`config.mk`:
```
export PLATFORM = sky130hd
export DESIGN_NAME = tiny_cpu_core_flat
export DESIGN_NICKNAME = d
export VERILOG_FILES = /design/src/rtl/tiny_cpu_core_if.sv /design/src/rtl/tiny_cpu_core.sv /design/src/flat_wrapper.sv
export SDC_FILE = /design/constraint.sdc
export NUM_CORES = 1
export LEC_CHECK = 0
export ABC_AREA = 1
export BUFFER_PORTS_ARGS = -buffer_cell sky130_fd_sc_hd__buf_4
export CORE_ASPECT_RATIO = 2
export CORE_MARGIN = 4
export CORE_UTILIZATION = 30
export CTS_CLUSTER_SIZE = 28
export DETAILED_ROUTE_END_ITERATION = 6
export SYNTH_ARGS = -nofsm -noshare
export SYNTH_HDL_FRONTEND = slang
export SYNTH_SLANG_ARGS = --single-unit
export TNS_END_PERCENT = 10
```
`constraint.sdc`:
```
create_clock -name clk -period 3.46 [get_ports clk]
set_clock_uncertainty 0.15 [all_clocks]
set_input_delay 0.519 -clock clk [delete_from_list [all_inputs] [get_ports clk]]
set_output_delay 0.519 -clock clk [all_outputs]
set_load 0.1 [all_outputs]
```
`src/rtl/tiny_cpu_core_if.sv`:
```
// Instruction-fetch and data-memory bus of tiny_cpu_core.
// master = core side, slave = ROM/data-memory side.
interface tiny_cpu_core_if #(
  parameter int DATA_W = 4,
  parameter int REG_AW = 3,
  parameter int PC_W   = 3
);
  localparam int IW = 6 + 3 * REG_AW;

  logic [PC_W-1:0]   i_addr;
  logic [IW-1:0]     i_data;
  logic              d_req;
  logic              d_we;
  logic [DATA_W-1:0] d_addr;
  logic [DATA_W-1:0] d_wdata;
  logic [DATA_W-1:0] d_rdata;
  logic              d_ack;

  modport master (
    output i_addr, d_req, d_we, d_addr, d_wdata,
    input  i_data, d_rdata, d_ack
  );

  modport slave (
    input  i_addr, d_req, d_we, d_addr, d_wdata,
    output i_data, d_rdata, d_ack
  );
endinterface

```
`src/rtl/tiny_cpu_core.sv`:
```
// Multi-cycle parametrised CPU core: FETCH/EXEC/MEM(/HALT) FSM, req/ack data bus, GPO.
// Optional halt instruction enabled by defining TINY_CPU_HALT_EN.
module tiny_cpu_core #(
  parameter int DATA_W = 4,
  parameter int REG_AW = 3,
  parameter int PC_W   = 3
) (
  input  logic                clk,
  input  logic                rst,
  input  logic                en,
  tiny_cpu_core_if.master     bus,
  output logic [DATA_W-1:0]   gpo,
  output logic                halted
);
  localparam int          IW   = 6 + 3 * REG_AW;
  localparam int unsigned NREG = 2 ** REG_AW;

`ifdef TINY_CPU_HALT_EN
  typedef enum logic [1:0] {S_FETCH, S_EXEC, S_MEM, S_HALT} state_t;
`else
  typedef enum logic [1:0] {S_FETCH, S_EXEC, S_MEM} state_t;
`endif

  typedef enum logic [2:0] {
    T_ALU, T_LOAD, T_STORE, T_IMM, T_JUMP, T_CJUMP, T_HALT, T_NOP
  } op_t;

  typedef enum logic [2:0] {
    F_ADD, F_AND, F_OR, F_XOR, F_NOT, F_EQ, F_LT, F_SHL1
  } func_t;

  state_t            r_state;
  logic [PC_W-1:0]   r_pc;
  logic [IW-1:0]     r_ir;
  logic [DATA_W-1:0] r_regs [NREG];
  logic [DATA_W-1:0] r_gpo;
  logic              r_d_req;
  logic              r_d_we;
  logic [DATA_W-1:0] r_d_addr;
  logic [DATA_W-1:0] r_d_wdata;
  logic              r_halted;

  op_t               w_type;
  logic [REG_AW-1:0] w_rd;
  logic [REG_AW-1:0] w_rs2;
  logic [REG_AW-1:0] w_rs1;
  func_t             w_func;
  logic [DATA_W-1:0] w_a;
  logic [DATA_W-1:0] w_b;
  logic [DATA_W-1:0] w_d;
  logic [DATA_W-1:0] w_alu;
  logic [PC_W-1:0]   w_pc_inc;
  logic              w_gpo_store;

  assign w_type   = op_t'(r_ir[IW-1 -: 3]);
  assign w_rd     = r_ir[IW-4 -: REG_AW];
  assign w_rs2    = r_ir[3+2*REG_AW-1 -: REG_AW];
  assign w_rs1    = r_ir[3+REG_AW-1 -: REG_AW];
  assign w_func   = func_t'(r_ir[2:0]);

  // Asynchronous reads; a same-cycle write lands on the edge, so reads see the old value.
  assign w_a      = r_regs[w_rs1];
  assign w_b      = r_regs[w_rs2];
  assign w_d      = r_regs[w_rd];
  assign w_pc_inc = r_pc + PC_W'(1);
  assign w_gpo_store = (w_type == T_STORE) && (w_d == '1);

  always_comb begin
    w_alu = '0;
    unique case (w_func)
      F_ADD:  w_alu = w_a + w_b;
      F_AND:  w_alu = w_a & w_b;
      F_OR:   w_alu = w_a | w_b;
      F_XOR:  w_alu = w_a ^ w_b;
      F_NOT:  w_alu = ~w_a;
      F_EQ:   w_alu = DATA_W'(w_a == w_b);
      F_LT:   w_alu = DATA_W'(w_a < w_b);
      F_SHL1: w_alu = w_a << 1;
      default: w_alu = '0;
    endcase
  end

  always_ff @(posedge clk) begin
    if (rst) begin
      r_state   <= S_FETCH;
      r_pc      <= '0;
      r_ir      <= '0;
      r_gpo     <= '0;
      r_d_req   <= 1'b0;
      r_d_we    <= 1'b0;
      r_d_addr  <= '0;
      r_d_wdata <= '0;
      r_halted  <= 1'b0;
      for (int unsigned i = 0; i < NREG; i++) r_regs[i] <= '0;
    end else begin
      unique case (r_state)
        S_FETCH: begin
          if (en) begin
            r_ir    <= bus.i_data;
            r_state <= S_EXEC;
          end
        end
        S_EXEC: begin
          r_state <= S_FETCH;
          unique case (w_type)
            T_ALU: begin
              r_regs[w_rd] <= w_alu;
              r_pc         <= w_pc_inc;
            end
            T_IMM: begin
              r_regs[w_rd] <= r_ir[DATA_W-1:0];
              r_pc         <= w_pc_inc;
            end
            T_JUMP:  r_pc <= w_a[PC_W-1:0];
            T_CJUMP: r_pc <= w_b[0] ? w_a[PC_W-1:0] : w_pc_inc;
            T_LOAD, T_STORE: begin
              if (w_gpo_store) begin
                r_gpo <= w_a;
                r_pc  <= w_pc_inc;
              end else begin
                r_d_req   <= 1'b1;
                r_d_we    <= (w_type == T_STORE);
                r_d_addr  <= (w_type == T_STORE) ? w_d : w_a;
                r_d_wdata <= w_a;
                r_state   <= S_MEM;
              end
            end
`ifdef TINY_CPU_HALT_EN
            T_HALT: begin
              r_halted <= 1'b1;
              r_state  <= S_HALT;
            end
`endif
            default: r_pc <= w_pc_inc;
          endcase
        end
        S_MEM: begin
          if (bus.d_ack) begin
            if (!r_d_we) r_regs[w_rd] <= bus.d_rdata;
            r_d_req <= 1'b0;
            r_pc    <= w_pc_inc;
            r_state <= S_FETCH;
          end
        end
`ifdef TINY_CPU_HALT_EN
        S_HALT: r_state <= S_HALT;
`endif
        default: r_state <= S_FETCH;
      endcase
    end
  end

  assign bus.i_addr  = r_pc;
  assign bus.d_req   = r_d_req;
  assign bus.d_we    = r_d_we;
  assign bus.d_addr  = r_d_addr;
  assign bus.d_wdata = r_d_wdata;
  assign gpo         = r_gpo;

`ifdef TINY_CPU_HALT_EN
  assign halted = r_halted;
`else
  assign halted = 1'b0;
  logic w_unused_halted;
  assign w_unused_halted = r_halted;
`endif
endmodule

```
`src/flat_wrapper.sv`:
```
// flat-port wrapper written by rule: the top's interface ports become plain ports
module tiny_cpu_core_flat 
#(
  parameter int DATA_W = 4,
  parameter int REG_AW = 3,
  parameter int PC_W   = 3
)
  (clk, rst, en, gpo, halted, bus_i_addr, bus_d_req, bus_d_we, bus_d_addr, bus_d_wdata, bus_i_data, bus_d_rdata, bus_d_ack);
  tiny_cpu_core_if #(.DATA_W(DATA_W), .REG_AW(REG_AW), .PC_W(PC_W)) bus_i ();
  input  logic clk;
  input  logic rst;
  input  logic en;
  output logic [DATA_W-1:0] gpo;
  output logic halted;
  output wire logic [$bits(bus_i.i_addr)-1:0] bus_i_addr;
  output wire logic [$bits(bus_i.d_req)-1:0] bus_d_req;
  output wire logic [$bits(bus_i.d_we)-1:0] bus_d_we;
  output wire logic [$bits(bus_i.d_addr)-1:0] bus_d_addr;
  output wire logic [$bits(bus_i.d_wdata)-1:0] bus_d_wdata;
  input wire logic [$bits(bus_i.i_data)-1:0] bus_i_data;
  input wire logic [$bits(bus_i.d_rdata)-1:0] bus_d_rdata;
  input wire logic [$bits(bus_i.d_ack)-1:0] bus_d_ack;
  assign bus_i_addr = bus_i.i_addr;
  assign bus_d_req = bus_i.d_req;
  assign bus_d_we = bus_i.d_we;
  assign bus_d_addr = bus_i.d_addr;
  assign bus_d_wdata = bus_i.d_wdata;
  assign bus_i.i_data = bus_i_data;
  assign bus_i.d_rdata = bus_d_rdata;
  assign bus_i.d_ack = bus_d_ack;
  tiny_cpu_core #(.DATA_W(DATA_W), .REG_AW(REG_AW), .PC_W(PC_W)) u_core (.clk(clk), .rst(rst), .en(en), .bus(bus_i), .gpo(gpo), .halted(halted));
endmodule
```
==> results of run 1 <==
[layout make-up]
type                       count  area (µm²)
fill                        1521        9079
multi-input combinational    427        2133
sequential                    75        1823
timing repair buffer          57       440.4
inverter                      83       311.5
clock buffer                  10       250.2
tap                          192       240.2
clock inverter                 6       73.82
[power groups by stage]
stage | Sequential, mW | Clock [mW] | Combinational [mW]
floorplan | 1.12 | 0 | 0.562
detailed placement | 1.07 | 0 | 0.966
global route | 1.06 | 1.05 | 1.09
CTS | 1.05 | 1.01 | 0.970
finish | 1.05 | 1.00 | 0.970
global placement | 1.07 | 0 | 0.968
[layout by cell type, fill, tap and decap left out]
cell / count
edfxtp_1: 32
o211ai_1: 10
buf_4: 56
inv_8: 1
or2_2: 2
nand2_1: 134
nand3_1: 38
buf_12: 1
o221ai_1: 1
ha_1: 16
conb_1: 1
nand2_2: 4
nand3_4: 2
nor4_2: 1
dfxtp_1: 42
o21ai_1: 4
inv_2: 1
inv_1: 82
a31oi_1: 1
nor2_1: 54
nand4_1: 4
a21oi_1: 79
inv_4: 1
fa_1: 1
nor3b_1: 2
o21a_1: 1
xor2_1: 3
dfxtp_2: 1
bufinv_16: 1
clkbuf_16: 10
nor3_1: 5
inv_6: 3
nor2_2: 3
o21ai_0: 61
[worst max-delay path by stage]
stage                               end  cells past startpoint
floorplan           u_core.r_regs[0][3]                     16
global placement    u_core.r_regs[7][1]                     17
detailed placement  u_core.r_regs[5][1]                     17
CTS                 u_core.r_regs[5][1]                     17
global route        u_core.r_regs[5][0]                     17
finish              u_core.r_regs[3][2]                     15
[stage by stage]
step	std cells	setup WS, ns	hold WS (ns)	instance area, µm²	total power, mW
5_1_grt	850	0.05078	0.3207	5273	3.197
6_report	850	0.3806	0.3107	5273	3.026
4_1_cts	850	0.1587	0.3100	5261	3.027
3_5_place_dp	834	0.1780	0.3095	4937	2.036
2_1_floorplan	605	0.7345	0.3065	4379	1.687
3_3_place_gp	834	0.2005	0.3067	4937	2.038
[worst reg2reg max path: cells and delay by family (launching register included)]
kind | cells | cell delay (ns)
AO/OA/AOI/OAI | 3 | 0.30
XOR/XNOR | 1 | 0.18
adder cells (fa/ha/maj) | 2 | 0.57
buffers and inverters | 3 | 0.31
flip-flops | 1 | 0.58
AND/OR/NAND/NOR | 6 | 0.73
[layer usage]
metal | vias up | global-route usage
met5 | - | 0
met4 | 0 | 0.1321
met3 | 50 | 0.01134
met2 | 111 | 0.3457
met1 | 1916 | 0.1593
li1 | 2086 | -
[kinds of logic (layout without fill, tap and decap cells)]
family,Yosys count,in the layout,share of synthesized area
other cells,1,1,0.0008563
flops,75,75,0.4160
compound gates,157,157,0.1869
buf+inv,103,156,0.09914
xor+xnor,3,3,0.006001
fa+ha+maj,17,17,0.05029
simple gates,249,249,0.2409
[what timing repair did]
action	4_1_cts	5_1_grt
endpoints found under the setup margin	0	24
hold buffers	0	0
buffers inserted	0	0
resized for setup	0	5
==> summary.md, run 1 <==
| Metric | Value |
|---|---|
| Peak VDD IR | 0.0004651 V |
| Min-Delay Path Class | in2reg |
| IO buf count | 39 |
| Count leader, synth | nand2_1 |
| Mapped Cells | 605 |
| DRC | 0 |
| Reg2reg path depth | 15 |
| Most used cell, CP | inv_1 |
| Vias in the first global route | 4233 |
| Most instantiated cells after synthesis | nand2_1 (135), inv_1 (82), a21oi_1 (79) |
| Initial antenna violation count | 0 |
| Slowest cell on the critical path | dfxtp_1 |
| Clock root buffer | clkbuf_16 |
| 1st-iter DRT viols | 340 |
| Metal3 WL | 426 µm |
| Inserted Diodes | 0 |
| Gr usage total | 0.1748 |
| Reg-to-Reg End | u_core.r_regs[3][2] |
| Final Util | 0.3674 |
| Die height | 178.9 µm |
| Clk buf depth | 2 |
| Reg2reg setup slack | 0.38 ns |
| Sum of negative setup slack | 0 ns |
| Leakage power | 2.293 nW |
| Layout cells sized above 1 | 0.1322 |
| Hold Path Sink | u_core.r_ir[0] |
| Core area | 14350 µm² |
| Kind of critical path | reg2reg |
| Seq/Total Area, Yosys | 0.4160 |
| Via density | 4.898 |
| CTS tree | done |
| Sequential group share of total power | 0.348 |
| Arrival @ worst endpoint | 3.01 ns |
| Max_cap viols | 0 |
| CP max stage delay | 0.58 ns |
| Crit start category | flip-flop |
| Post-Route WL | 13880 µm |
| DRT antenna net count | 0 |
| WP buf/inv | 3 |
| Final Hold Viols | 0 |
| Mean Syn Cell Area | 7.238 µm² |
| Max Used Layer | met4 |
| Sw frac | 0.3679 |
| CP Cell Sequence | inv_1 -> a21oi_1 -> o21ai_0 -> nand3_1 -> nand2_1 -> inv_1 -> ha_1 -> inv_1 -> fa_1 -> xor2_1 -> a21oi_1 -> nand2_1 -> nand3_1 -> nand2_2 -> nor2_1 |
| Slew HR | 0.5144 |
| Syn nets | 645 |
| Yosys reg bits | 75 |
| Combinational share of power | 0.321 |
| Worst Path Required | 3.39 ns |
| Final Cycle Share | 0.8900 |
| Highest Clock Rate | 0.3247 GHz |
| Top_reg_cell synth | dfxtp_1 |
| Worst path top cell family by delay | simple AND/OR/NAND/NOR gates |
| Worst-Margin Slew | 0.7276 ns |
| Outcome | finished, final reports clean |
| Switching power | 1.113 mW |
| Initial core utilization | 0.3051 |
| Io pins | 41 |
| Rows | 62 |
| Die area | 16710 µm² |
| Die Wd | 93.43 µm |
| Top area cells in the synthesized netlist | edfxtp_1 (22%), dfxtp_1 (20%), nand2_1 (12%) |
| # setup viols final | 0 |
| First-pass GRT wire length | 21940 µm |
| Internal power component | 1.913 mW |
| Grt ovf | 0 |
| Hold depth | 3 |
| Clock transition at path regs | 0.06 ns |
| Synth top area share | 0.2194 |
| FFs w/ async S/R, synth | 0 |
| Area growth syn-to-layout | 20.40% |
| Max Slew Vio Count | 0 |
| Number of buffers created by CTS | 9 |
| RSZ-0062 raised after global routing | no |
| Critical hold path startpoint | bus_i_data[0] |
| Router iterations before antenna repair | 4 |
| Final nets | 693 |
| Yosys top cell by area | edfxtp_1 |
| Gpl congestion | 0.9294 |
| Drt wl/cell | 16.33 µm |
| Clock power frac | 0.332 |
| EDFF count, synth | 32 |
| Clk_lat worst skew | 0.34 ns |
| Met2 wire length | 7873 µm |
| Type of element capturing the critical path | flip-flop |
| Synth Warn # | 0 |
| Largest net degree at the start of global routing | 27 |
| H-tree Lvls | 3 |
| Netlist cell types | 32 |
| Wl on met1 | 4520 µm |
| Synth Cell Area | 4379 µm² |
| Final min period | 3.079 ns |
| Vias | 4163 |
| PD cells | 573.9 nW/µm² |
| Clock sinks | 75 |
| Dpl hpwl | 11450 µm |
| Crit Path Max Fanout | 8 |
Power figures use the tool's default switching activity.
==> inputs of run 2 (changes only) <==
Settings changed: PLACE_DENSITY set to 0.53.
==> run 2 against run 1 <==
  * Cell area down 0.33%
  * Count of clock-buffer cells in the layout down 1
  * Worst hold slack worse by 0.00057 ns
  * Power is 1.9% lower
  * Global-route usage up 0.67 points
  * Sequential power hardly changed
  * Core utilization is 0.12 points lower
  * Maximum frequency is 1.7% lower
  * Flip-flop and latch count unchanged
  * Critical path depth increased by 1
  * Die area is the same
  * Critical path type unchanged
  * Critical endpoint is now u_core.r_regs[6][0]
  * Largest power group unchanged
  * Highest routed layer unchanged
==> summary.md, run 2 (synthesis results as in run 1) <==
| Metric | Value |
|---|---|
| Outcome | finished, final reports clean (unchanged) |
| Vias | 4231 (was 4163) |
| IO buf count | 39 (unchanged) |
| Crit Path Max Fanout | 13 (was 8) |
| Max_cap viols | 0 (unchanged) |
| Clock sinks | 75 (unchanged) |
| Vias in the first global route | 4169 (was 4233) |
| Most frequent cells in the layout | nand2_1 (134), inv_1 (82), a21oi_1 (79) (unchanged) |
| Io pins | 41 (unchanged) |
| Dpl hpwl | 12200 µm (was 11450 µm) |
| Dpl cells | 836 (was 834) |
| Die Wd | 93.43 µm (unchanged) |
| Final Util | 0.3662 (was 0.3674) |
| Max Used Layer | met4 (unchanged) |
| Crit start category | flip-flop (unchanged) |
| Via density | 4.966 (was 4.898) |
| Slew HR | 0.5299 (was 0.5144) |
| Dpl ws | 0.1508 ns (was 0.1780 ns) |
| Clk buf depth | 2 (unchanged) |
| Final Hold Viols | 0 (unchanged) |
| Initial antenna violation count | 0 (unchanged) |
| DRT antenna net count | 0 (unchanged) |
| Initial core utilization | 0.3051 (unchanged) |
| Peak VDD IR | 0.0003514 V (was 0.0004651 V) |
| RSZ-0062 raised after global routing | no (unchanged) |
| Clock transition at path regs | 0.06 ns (about the same) |
| 1st-iter DRT viols | 262 (was 340) |
| Met2 wire length | 8420 µm (was 7873 µm) |
| PD cells | 565.0 nW/µm² (was 573.9 nW/µm²) |
| Final Cycle Share | 0.9050 (was 0.8900) |
| Inserted Diodes | 0 (unchanged) |
| Router iterations before antenna repair | 5 (was 4) |
| Post-Route WL | 14750 µm (was 13880 µm) |
| Sum of negative setup slack | 0 ns (unchanged) |
| Leakage power | 2.287 nW (was 2.293 nW) |
| # setup viols final | 0 (unchanged) |
| Arrival @ worst endpoint | 3.05 ns (was 3.01 ns) |
| First-pass GRT wire length | 22470 µm (was 21940 µm) |
| Metal3 WL | 485 µm (was 426 µm) |
| Commonest non-fill, non-tap cell in the layout | nand2_1 (unchanged) |
| Critical hold path startpoint | rst (was bus_i_data[0]) |
| Final min period | 3.131 ns (was 3.079 ns) |
| Hold_buf cts | 0 (unchanged) |
| Grt ovf | 0 (unchanged) |
| Clk_lat worst skew | 0.33 ns (was 0.34 ns) |
| Core area | 14350 µm² (unchanged) |
| Type of element capturing the critical path | flip-flop (unchanged) |
| Die area | 16710 µm² (unchanged) |
| Kind of critical path | reg2reg (unchanged) |
| Drt wl/cell | 17.31 µm (was 16.33 µm) |
| Gpl congestion | 0.9766 (was 0.9294) |
| Highest Clock Rate | 0.3193 GHz (was 0.3247 GHz) |
| Worst Path Required | 3.38 ns (was 3.39 ns) |
| Gr usage total | 0.1815 (was 0.1748) |
| Layout cells sized above 1 | 0.1348 (was 0.1322) |
| Final worst slack | 0.3286 ns (was 0.3806 ns) |
| Number of buffers created by CTS | 9 (unchanged) |
| H-tree Lvls | 3 (unchanged) |
| Post-route insts no fill | 852 (was 850) |
| CTS tree | done (unchanged) |
| Rows | 62 (unchanged) |
| Area growth syn-to-layout | 20.00% (was 20.40%) |
| Final nets | 695 (was 693) |
| Largest net degree at the start of global routing | 23 (was 27) |
| DRC | 0 (unchanged) |
| Min-Delay Path Class | in2reg (unchanged) |
| Max Slew Vio Count | 0 (unchanged) |
| Die height | 178.9 µm (unchanged) |
| Wl on met1 | 4929 µm (was 4520 µm) |
| Worst-Margin Slew | 0.7043 ns (was 0.7276 ns) |
| Clock root buffer | clkbuf_16 (unchanged) |
run 2: cell count changes in the layout (fill, tap and decap cells not counted), sizes merged:
cell / before / now
clkinv: 0 / 3
buf: 57 / 59
clkinvlp: 0 / 1
clkbuf: 10 / 9
inv: 88 / 85
run 2: cell type report:
| class | instances | area, µm² |
|---|---|---|
| clock buffer | 9 | 225.2 |
| inverter | 83 | 311.5 |
| fill | 1523 | 9096 |
| sequential | 75 | 1823 |
| timing repair buffer | 59 | 455.4 |
| clock inverter | 7 | 73.82 |
| multi-input combinational | 427 | 2126 |
| tap | 192 | 240.2 |
run 2: critical path, stage by stage, from the launching register on:
cell     delay [ns]
dfxtp_1        0.34
inv_1          0.29
nor2_1         0.07
o21ai_0        0.35
nand2_1        0.09
o21ai_0        0.09
buf_4          0.14
inv_1          0.05
ha_1           0.32
inv_1          0.11
nand2_1        0.08
o21ai_0        0.19
nor3_1         0.06
nor2_1         0.12
nand3_1        0.09
nand3_2        0.20
a21oi_1        0.12
run 2: power breakdown:
group          switching [mW]  internal, mW  total, mW  leakage [nW]
Combinational           0.669         0.311      0.980          1.46
Clock                   0.371         0.561      0.933         0.146
Sequential             0.0677         0.988       1.06         0.684
run 2: worst paths after layout:
path	endpoint	slack, ns	cells after the start
worst min register to register	u_core.bus.d_wdata[3]	0.32	2
worst max register to register	u_core.r_regs[6][0]	0.33	16
worst min-delay path	u_core.bus.d_wdata[1]	0.31	2
worst max-delay path	u_core.r_regs[6][0]	0.33	16
run 2: metal layers:
layer | vias up | track usage
li1 | 2090 | -
met1 | 1969 | 0.1655
met2 | 128 | 0.3654
met3 | 44 | 0.01932
met4 | 0 | 0.1131
met5 | - | 0
run 2: timing repair:
item | in CTS | in global routing
setup buffers | 0 | 0
setup endpoints to repair | 0 | 24
gates resized for setup | 0 | 3
hold endpoints to repair | 0 | 0
run 2: stage by stage:
stage / area (µm²) / power (mW) / hold WS [ns]
CTS: 5251 / 2.978 / 0.3037
detailed placement: 4952 / 2.046 / 0.3097
global route: 5255 / 3.123 / 0.3228
finish: 5255 / 2.969 / 0.3101
global placement: 4952 / 2.046 / 0.3067
floorplan: 4379 / 1.687 / 0.3065
